==> src/rtl/jtag_pkg.sv <==
`default_nettype none
// +--------------------------------------------------------------------------+
// | jtag_pkg : TAP state encoding and IR-column helper                       |
// | Revision : 1.0                                                           |
// +--------------------------------------------------------------------------+
package jtag_pkg;

  typedef enum logic [3:0] {
    TAP_EX2DR   = 4'h0,
    TAP_EX1DR   = 4'h1,
    TAP_SHDR    = 4'h2,
    TAP_PAUSEDR = 4'h3,
    TAP_SELIR   = 4'h4,
    TAP_UPDDR   = 4'h5,
    TAP_CAPDR   = 4'h6,
    TAP_SELDR   = 4'h7,
    TAP_EX2IR   = 4'h8,
    TAP_EX1IR   = 4'h9,
    TAP_SHIR    = 4'hA,
    TAP_PAUSEIR = 4'hB,
    TAP_RTI     = 4'hC,
    TAP_UPDIR   = 4'hD,
    TAP_CAPIR   = 4'hE,
    TAP_TLR     = 4'hF
  } tap_state_t;

  localparam tap_state_t TAP_RESET_STATE = TAP_TLR;

  function automatic logic is_ir_column(input tap_state_t s);
    case (s)
      TAP_SELIR, TAP_CAPIR, TAP_SHIR, TAP_EX1IR,
      TAP_PAUSEIR, TAP_EX2IR, TAP_UPDIR: return 1'b1;
      default:                           return 1'b0;
    endcase
  endfunction

endpackage
`default_nettype wire

==> src/rtl/jtag_shift_counter.sv <==
`default_nettype none
// +--------------------------------------------------------------------------+
// | jtag_shift_counter : clearable, saturating shift-bit counter             |
// | Revision : 1.0                                                           |
// +--------------------------------------------------------------------------+
module jtag_shift_counter #(
  parameter int CNT_W = 8
) (
  input  logic             clk,
  input  logic             rst,
  input  logic             i_clear,
  input  logic             i_enable,
  output logic [CNT_W-1:0] o_count
);

  logic [CNT_W-1:0] r_count;

  always_ff @(posedge clk) begin
    if (rst || i_clear) begin
      r_count <= '0;
    end else if (i_enable && (r_count != {CNT_W{1'b1}})) begin
      r_count <= r_count + CNT_W'(1);
    end
  end

  assign o_count = r_count;

endmodule
`default_nettype wire

==> src/rtl/jtag_tap_controller.sv <==
`default_nettype none
// +--------------------------------------------------------------------------+
// | jtag_tap_controller : IEEE 1149.1 TAP FSM with IR shift-length check     |
// | Revision : 1.0                                                           |
// +--------------------------------------------------------------------------+
module jtag_tap_controller
  import jtag_pkg::*;
#(
  parameter int IR_WIDTH = 1,
  parameter int CNT_W    = 8
) (
  input  logic             tck,
  input  logic             reset,
  input  logic             tms,
  output logic [3:0]       state,
  output logic             test_logic_reset,
  output logic             capture_ir,
  output logic             shift_ir,
  output logic             update_ir,
  output logic             capture_dr,
  output logic             shift_dr,
  output logic             update_dr,
  output logic             select_ir,
  output logic             tdo_enable,
  output logic [CNT_W-1:0] ir_bit_count,
  output logic             ir_len_ok
);

  tap_state_t       r_state;
  tap_state_t       w_next_state;
  logic             r_tdo_enable;
  logic             r_ir_len_ok;
  logic [CNT_W-1:0] w_ir_count;

  always_ff @(posedge tck) begin
    if (reset) begin
      r_state <= TAP_RESET_STATE;
    end else begin
      r_state <= w_next_state;
    end
  end

  always_comb begin
    w_next_state = TAP_RESET_STATE;
    case (r_state)
      TAP_TLR:     w_next_state = tms ? TAP_TLR   : TAP_RTI;
      TAP_RTI:     w_next_state = tms ? TAP_SELDR : TAP_RTI;
      TAP_SELDR:   w_next_state = tms ? TAP_SELIR : TAP_CAPDR;
      TAP_SELIR:   w_next_state = tms ? TAP_TLR   : TAP_CAPIR;
      TAP_CAPDR:   w_next_state = tms ? TAP_EX1DR : TAP_SHDR;
      TAP_SHDR:    w_next_state = tms ? TAP_EX1DR : TAP_SHDR;
      TAP_EX1DR:   w_next_state = tms ? TAP_UPDDR : TAP_PAUSEDR;
      TAP_PAUSEDR: w_next_state = tms ? TAP_EX2DR : TAP_PAUSEDR;
      TAP_EX2DR:   w_next_state = tms ? TAP_UPDDR : TAP_SHDR;
      TAP_UPDDR:   w_next_state = tms ? TAP_SELDR : TAP_RTI;
      TAP_CAPIR:   w_next_state = tms ? TAP_EX1IR : TAP_SHIR;
      TAP_SHIR:    w_next_state = tms ? TAP_EX1IR : TAP_SHIR;
      TAP_EX1IR:   w_next_state = tms ? TAP_UPDIR : TAP_PAUSEIR;
      TAP_PAUSEIR: w_next_state = tms ? TAP_EX2IR : TAP_PAUSEIR;
      TAP_EX2IR:   w_next_state = tms ? TAP_UPDIR : TAP_SHIR;
      TAP_UPDIR:   w_next_state = tms ? TAP_SELDR : TAP_RTI;
      default:     w_next_state = TAP_RESET_STATE;
    endcase
  end

  // Count restarts only on Capture-IR entry so Pause/Exit2 loops keep accumulating.
  jtag_shift_counter #(
    .CNT_W (CNT_W)
  ) u_ir_counter (
    .clk      (tck),
    .rst      (reset),
    .i_clear  (w_next_state == TAP_CAPIR),
    .i_enable (r_state == TAP_SHIR),
    .o_count  (w_ir_count)
  );

  // Update-IR is always entered from an Exit state, so the count is already final here.
  always_ff @(posedge tck) begin
    if (reset) begin
      r_tdo_enable <= 1'b0;
      r_ir_len_ok  <= 1'b0;
    end else begin
      r_tdo_enable <= (r_state == TAP_SHIR) || (r_state == TAP_SHDR);
      r_ir_len_ok  <= (w_next_state == TAP_UPDIR) && (w_ir_count == CNT_W'(IR_WIDTH));
    end
  end

  assign state            = r_state;
  assign test_logic_reset = (r_state == TAP_TLR);
  assign capture_ir       = (r_state == TAP_CAPIR);
  assign shift_ir         = (r_state == TAP_SHIR);
  assign update_ir        = (r_state == TAP_UPDIR);
  assign capture_dr       = (r_state == TAP_CAPDR);
  assign shift_dr         = (r_state == TAP_SHDR);
  assign update_dr        = (r_state == TAP_UPDDR);
  assign select_ir        = is_ir_column(r_state);
  assign tdo_enable       = r_tdo_enable;
  assign ir_bit_count     = w_ir_count;
  assign ir_len_ok        = r_ir_len_ok;

endmodule
`default_nettype wire

==> config.mk <==
export PLATFORM = sky130hd
export DESIGN_NAME = jtag_tap_controller
export DESIGN_NICKNAME = d
export VERILOG_FILES = /design/src/rtl/jtag_pkg.sv /design/src/rtl/jtag_shift_counter.sv /design/src/rtl/jtag_tap_controller.sv
export SDC_FILE = /design/constraint.sdc
export NUM_CORES = 1
export LEC_CHECK = 0
export BUFFER_PORTS_ARGS = -buffer_cell sky130_fd_sc_hd__buf_4
export CAP_MARGIN = 20
export CORE_MARGIN = 2
export CORE_UTILIZATION = 50
export DETAILED_ROUTE_END_ITERATION = 7
export HOLD_SLACK_MARGIN = 0.1
export PLACE_DENSITY = 0.78
export SLEW_MARGIN = 20
export SYNTH_ARGS = -nofsm -noshare
export SYNTH_HDL_FRONTEND = slang
export SYNTH_HIERARCHICAL = 1
export SYNTH_SLANG_ARGS = --single-unit
export TNS_END_PERCENT = 1
==> constraint.sdc <==
create_clock -name tck -period 3 [get_ports tck]
set_input_delay 0.45 -clock tck [delete_from_list [all_inputs] [get_ports tck]]
set_output_delay 0.45 -clock tck [all_outputs]
set_load 0.02 [all_outputs]
==> Word-level counts from Yosys, hierarchy flattened <==
Index checks and enable logic that the tools add are counted.
{ "totals": {"reg_bits": 14, "out_inout_bits": 22, "word_cells": 47} }
{ "op_classes": {"n_addsub": 1, "eq_ne": 19, "muxes": 14, "reduce_logical": 9} }
{ "ops": {"columns": ["operator", "count"], "rows": [
  ["$pmux W4 S12", 1],
  ["$eq A4 B4 Y1 const B", 10],
  ["$eq A4 B3 Y1 const B", 4],
  ["$mux W2", 6],
  ["$mux W3", 4],
  ["$add A8 B1 Y8 const B", 1],
  ["$eq A4 B2 Y1 const B", 2],
  ["$eq A8 B1 Y1 const B", 1],
  ["$ne A8 B8 Y1 const B", 1],
  ["$reduce_or A7 Y1", 1],
  ["$eq A4 B1 Y1 const B", 1],
  ["$logic_not A4 Y1", 1],
  ["$mux W4", 1],
  ["$reduce_or A2 Y1", 2],
  ["$reduce_or A3 Y1", 1],
  ["$logic_and A1 B1 Y1", 2],
  ["$logic_or A1 B1 Y1", 2],
  ["$mux W1", 2]
]} }

==> Depth between registers and ports, before layout <==
{ "depth": {"word_depth": 5, "depth_mapped": 6, "ltp_nobuf": 5} }

==> Cells and area by module <==
Netlist, hierarchy kept.
{ "by_module_without_submodules": {"columns": ["module", "n_inst", "cells_each", "area_each_um2", "seq_area_each_um2"], "rows": [
  ["jtag_shift_counter", 1, 48, 421.7, 160.2],
  ["jtag_tap_controller", 1, 55, 407.9, 120.1]
]} }

==> Worst setup path after synthesis <==
OpenSTA, ideal clock, no wires.
{ "synth_timing": {"kind": "register to register", "start": "reg r_state[1], in the netlist state[1]", "end": "reg u_ir_counter.r_count[6], in the netlist u_ir_counter/o_count[6]", "setup_ps": 115, "arrival_ps": 2198, "required_time_ps": 2885, "setup_slack_ps": 687, "path_stages_with_launch": 6, "path_buffers": 0, "synth_period_minus_slack_ps": 2313, "cell_sequence": "dfxtp_1 nand2b_1 nor3b_1 nand3_1 or4_1 and3_1"} }
{ "synth_via": {"elab_chain_len": 5, "word_cells_on_any_way": 23} }
{ "synth_lines": {"columns": ["item", "line_no", "rtl"], "rows": [
  ["from (decl)", "jtag_tap_controller.sv:29", "tap_state_t r_state;"],
  ["from (signal assigned)", "jtag_tap_controller.sv:39", "r_state <= w_next_state;"],
  ["$eq A4 B4 Y1 (*)", null, null],
  ["net shift_ir", "jtag_tap_controller.sv:18", "output logic shift_ir,"],
  ["$reduce_or A2 Y1 (no source line)", null, null],
  ["$pmux W4 S12", "jtag_tap_controller.sv:45", "case (r_state)"],
  ["$eq A4 B4 Y1", "jtag_tap_controller.sv:72", ".i_clear (w_next_state == TAP_CAPIR),"],
  ["$logic_or A1 B1 Y1", "jtag_shift_counter.sv:19", "if (rst || i_clear) begin"],
  ["to (signal assigned)", "jtag_shift_counter.sv:22", "r_count <= r_count + CNT_W'(1);"],
  ["to (decl)", "jtag_shift_counter.sv:16", "logic [CNT_W-1:0] r_count;"]
]} }
Mark *: on every way through the listed nets, which the timed path passes. The rest lies on a longest branch.
A chain may end at the register's enable or synchronous reset.

==> Worst setup path after layout <==
{ "layout_timing": {"start": "reg r_state[1], in the netlist state[1]", "end": "out shift_ir"} }
{ "layout_via": {"elab_chain_len": 1} }
{ "layout_lines": {"columns": ["item", "line_no", "rtl"], "rows": [
  ["$eq A4 B4 Y1", "jtag_tap_controller.sv:91", "assign shift_ir = (r_state == TAP_SHIR);"],
  ["to (decl)", "jtag_tap_controller.sv:18", null]
]} }
No other way between the ends.

==> out/summary.md <==
The flow ran to the end, and the final reports show no timing, DRC or antenna violations. Setup violations remaining at the end of the flow were counted as 0. The power per cell area came out at 447 mW/mm2.

The number of max-capacitance violations reported is 0, and the insertion delay to the later sink of the worst-skew pair is 0.28 ns. The ratio of routed vias to standard cells was 5.94. The total chip power was 0.000457 W. The clock drives 14 sinks. Entering global routing, the biggest net connects 15 pins. The register-to-register setup slack came out at 0.85 ns.

The share of post-route cells with drive strength above 1 is 0.296, and the post-CTS setup buffer count is 0. The tools report the clock tree root buffer cell as clkbuf_4. Setup repair after global routing left no endpoint under its margin. The number of routed nets with antenna violations is 0, and the number of placement rows is 14. The die is 44.7 um tall. The effective utilization at floorplan was 0.544; the number of flip-flops and latches in the synthesized netlist was 14. The first global-routing pass estimated 3020 um of wire.

For this run, the number of standard cells in the final layout without fillers is 141. After detailed routing, the number of remaining DRC violations is 0. The tools report the number of H-tree levels as 1.

The critical path launch point type was a flop. For this run, the top clock speed supported by timing is 447 MHz. The number of antenna diodes in the final layout is 0. The number of cells traversed by the worst hold path was 2. The logs give 0.338 for the sequential-to-total area share from yosys stat and 2 for the buffer levels on the longest clock path. The max-slew violation count was 0; the count of mapped cells out of synthesis was 103. Number of cells on the worst reg-to-reg path: 5.

At the worst endpoint, the required time is 2.55 ns. During I/O placement, the number of pins put on the boundary was 25. The clock input transition at the sequential cells of the worst setup and hold paths is 0.08 ns. Prior to clock tree synthesis, the placed netlist has a worst setup slack of 0.884 ns. The area of the core region is 0.00152 mm2, and the detailed-route via count is 837. After routing the design area is 0.00102 mm2.

The via count of the first global-routing pass is 669. In this run the worst hold path is classified as primary input to flop. For this block, the initial DRC count from the detailed router was 23. The kind of critical path is flop to output pin. The number of warnings issued by yosys was 6. TritonCTS built the clock tree. The initial antenna violation count is 0, and the worst setup slack after layout is 0.764 ns. STA classifies the critical path endpoint as an output pin. The period utilization was 0.745. The count of unique library cells instantiated by Yosys was 40; the number of resized instances in the post-cts repair step was 0.

The minimum clock period was 2.24 ns. The area enclosed by the die boundary was 0.00200 mm2; the headroom to the max-slew limit was 0.626. The cell area after placement was 1000 um2; the worst clock skew on the final layout was 0.00147 ns. The top fanout value on the critical path came out at 14.

The total track usage was 0.211; the actual slew at the worst max-slew pin was 0.559 ns. Count of port buffers added during placement: 24. Routed length per placed instance: 13.2 um. The HPWL after detailed placement came out at 1340 um. For this design the static power due to leakage is 0.445 nW. The mapped cell area was 830 um2; the x dimension of the die was 44.7 um.

STA puts the critical path data arrival time at 1.79 ns. The final layout contains 131 nets. The synthesized area divided by synthesized cell count works out to 8.05 um2. Counting the buffers created by CTS gives 3. The tools report the placed instance count as 138.

The logs give 0 ns for the sum of negative setup slack and 1860 um for the final wirelength. The run gives 0 as the post-cts hold buffer count. The count of TritonRoute iterations in the first routing pass is 4.

From synthesis to final layout, the design area changed by 23.2%. The worst-case IR drop observed on VDD is 0.446 mV. At the end of routability-driven placement, the weighted congestion stood at 0.795. Counting every net in the synthesized netlist gives 107. The total grt overflow is 0, and the total count of hold-check failures in the final report is 0.
## per-layer routing
metal  up-vias  track usage  routed length (um)
met5         -            0                   0
met4         0       0.0848                  12
met3         2       0.0720                 132
met2        31        0.284                 847
met1       382        0.306                 871
li1        422            -                   -
## metrics by stage
| stage | util | hold WS [ns] |
|---|---|---|
| 3_3_place_gp | 0.656 | 0.497 |
| 5_1_grt | 0.671 | 0.410 |
| 4_1_cts | 0.671 | 0.407 |
| 6_report | 0.671 | 0.416 |
| 3_5_place_dp | 0.656 | 0.508 |
| 2_1_floorplan | - | 0.527 |
## layout by cell type (no fill, tap or decap), drive strengths merged, types with 2 or more instances in the layout
| cell type | instances |
|---|---|
| nor2 | 9 |
| nor3b | 2 |
| or2 | 2 |
| nor3 | 3 |
| and4 | 2 |
| nand2 | 15 |
| nand2b | 5 |
| clkbuf | 3 |
| and3b | 2 |
| nor4 | 4 |
| nand4 | 2 |
| a21oi | 8 |
| mux2i | 4 |
| buf | 25 |
| nand3 | 3 |
| o21ai | 2 |
| a21boi | 2 |
| or3 | 5 |
| and3 | 2 |
| dfxtp | 14 |
## report_power, final
part | switching [W] | leakage [nW] | internal [W] | total (W)
Combinational | 0.0000742 | 0.318 | 0.0000604 | 0.000135
Sequential | 0.0000247 | 0.114 | 0.000195 | 0.000219
Clock | 0.0000562 | 0.0138 | 0.0000466 | 0.000103
## synthesized netlist by cell type
| library cell | count | area, um2 |
|---|---|---|
| and4_2 | 1 | 10.0 |
| nor3_1 | 3 | 15.0 |
| or2_2 | 1 | 6.26 |
| o21ai_0 | 2 | 10.0 |
| nor4_2 | 1 | 12.5 |
| nand4_1 | 2 | 12.5 |
| a21oi_1 | 8 | 40.0 |
| dfxtp_1 | 14 | 280 |
| and3_1 | 2 | 12.5 |
| o21a_1 | 1 | 7.51 |
| a22oi_1 | 1 | 7.51 |
| or3_1 | 3 | 18.8 |
| and4_1 | 1 | 8.76 |
| or3_4 | 1 | 11.3 |
| a21boi_2 | 1 | 11.3 |
| inv_1 | 1 | 3.75 |
| buf_4 | 1 | 7.51 |
| nor3b_1 | 2 | 15.0 |
| nor4_1 | 3 | 18.8 |
| ha_1 | 1 | 12.5 |
| nor4b_1 | 1 | 8.76 |
| o22ai_1 | 1 | 6.26 |
| nor2_1 | 9 | 33.8 |
| and4bb_2 | 1 | 12.5 |
| nand2b_2 | 1 | 8.76 |
| buf_2 | 3 | 15.0 |
| or2_0 | 1 | 6.26 |
| or4_1 | 1 | 7.51 |
| nand3_1 | 3 | 15.0 |
| or3_2 | 1 | 7.51 |
| nand2b_1 | 4 | 25.0 |
| and3b_1 | 2 | 17.5 |
| buf_6 | 1 | 11.3 |
| a21boi_0 | 1 | 7.51 |
| a211o_1 | 1 | 8.76 |
| nand2_1 | 15 | 56.3 |
| o2111ai_1 | 1 | 8.76 |
| and2_2 | 1 | 7.51 |
| clkbuf_1 | 1 | 3.75 |
| mux2i_1 | 4 | 40.0 |
## layout make-up
type / count / area [um2]
well taps: 16 / 20.0
multi-input cells: 82 / 508
fillers: 138 / 502
flip-flops and latches: 14 / 280
repair buffers: 25 / 188
inverters: 1 / 3.75
clock buffers: 3 / 22.5
## state kept, by name, summed over array words and instances (netlist names)
register	flops
ir_len_ok	1
tdo_enable	1
u_ir_counter/o_count	8
state	4
## critical path: stages, from the launching register on
cell,delay [ns]
dfxtp_1,0.56
nand2b_1,0.20
nor3b_1,0.50
buf_4,0.24
## final timing paths
path / startpoint / to
setup / recovery: state[1]$_SDFF_PP1_ / shift_ir
hold / removal: reset / tdo_enable$_SDFF_PP0_
setup reg to reg: state[1]$_SDFF_PP1_ / u_ir_counter/o_count[6]$_SDFFE_PP0P_
hold reg to reg: u_ir_counter/o_count[1]$_SDFFE_PP0P_ / u_ir_counter/o_count[1]$_SDFFE_PP0P_
## logic make-up (layout without fill, tap and decap cells)
kind of cell / count (synthesis) / after routing / share of synthesized area
AND/OR/NAND/NOR: 60 / 60 / 0.419
buffers and inverters: 7 / 29 / 0.0498
multiplexers: 4 / 4 / 0.0483
adder cells (fa/ha/maj): 1 / 1 / 0.0151
flip-flops: 14 / 14 / 0.338
AO/OA/AOI/OAI: 17 / 17 / 0.130
(Power assumes the default switching activity.)
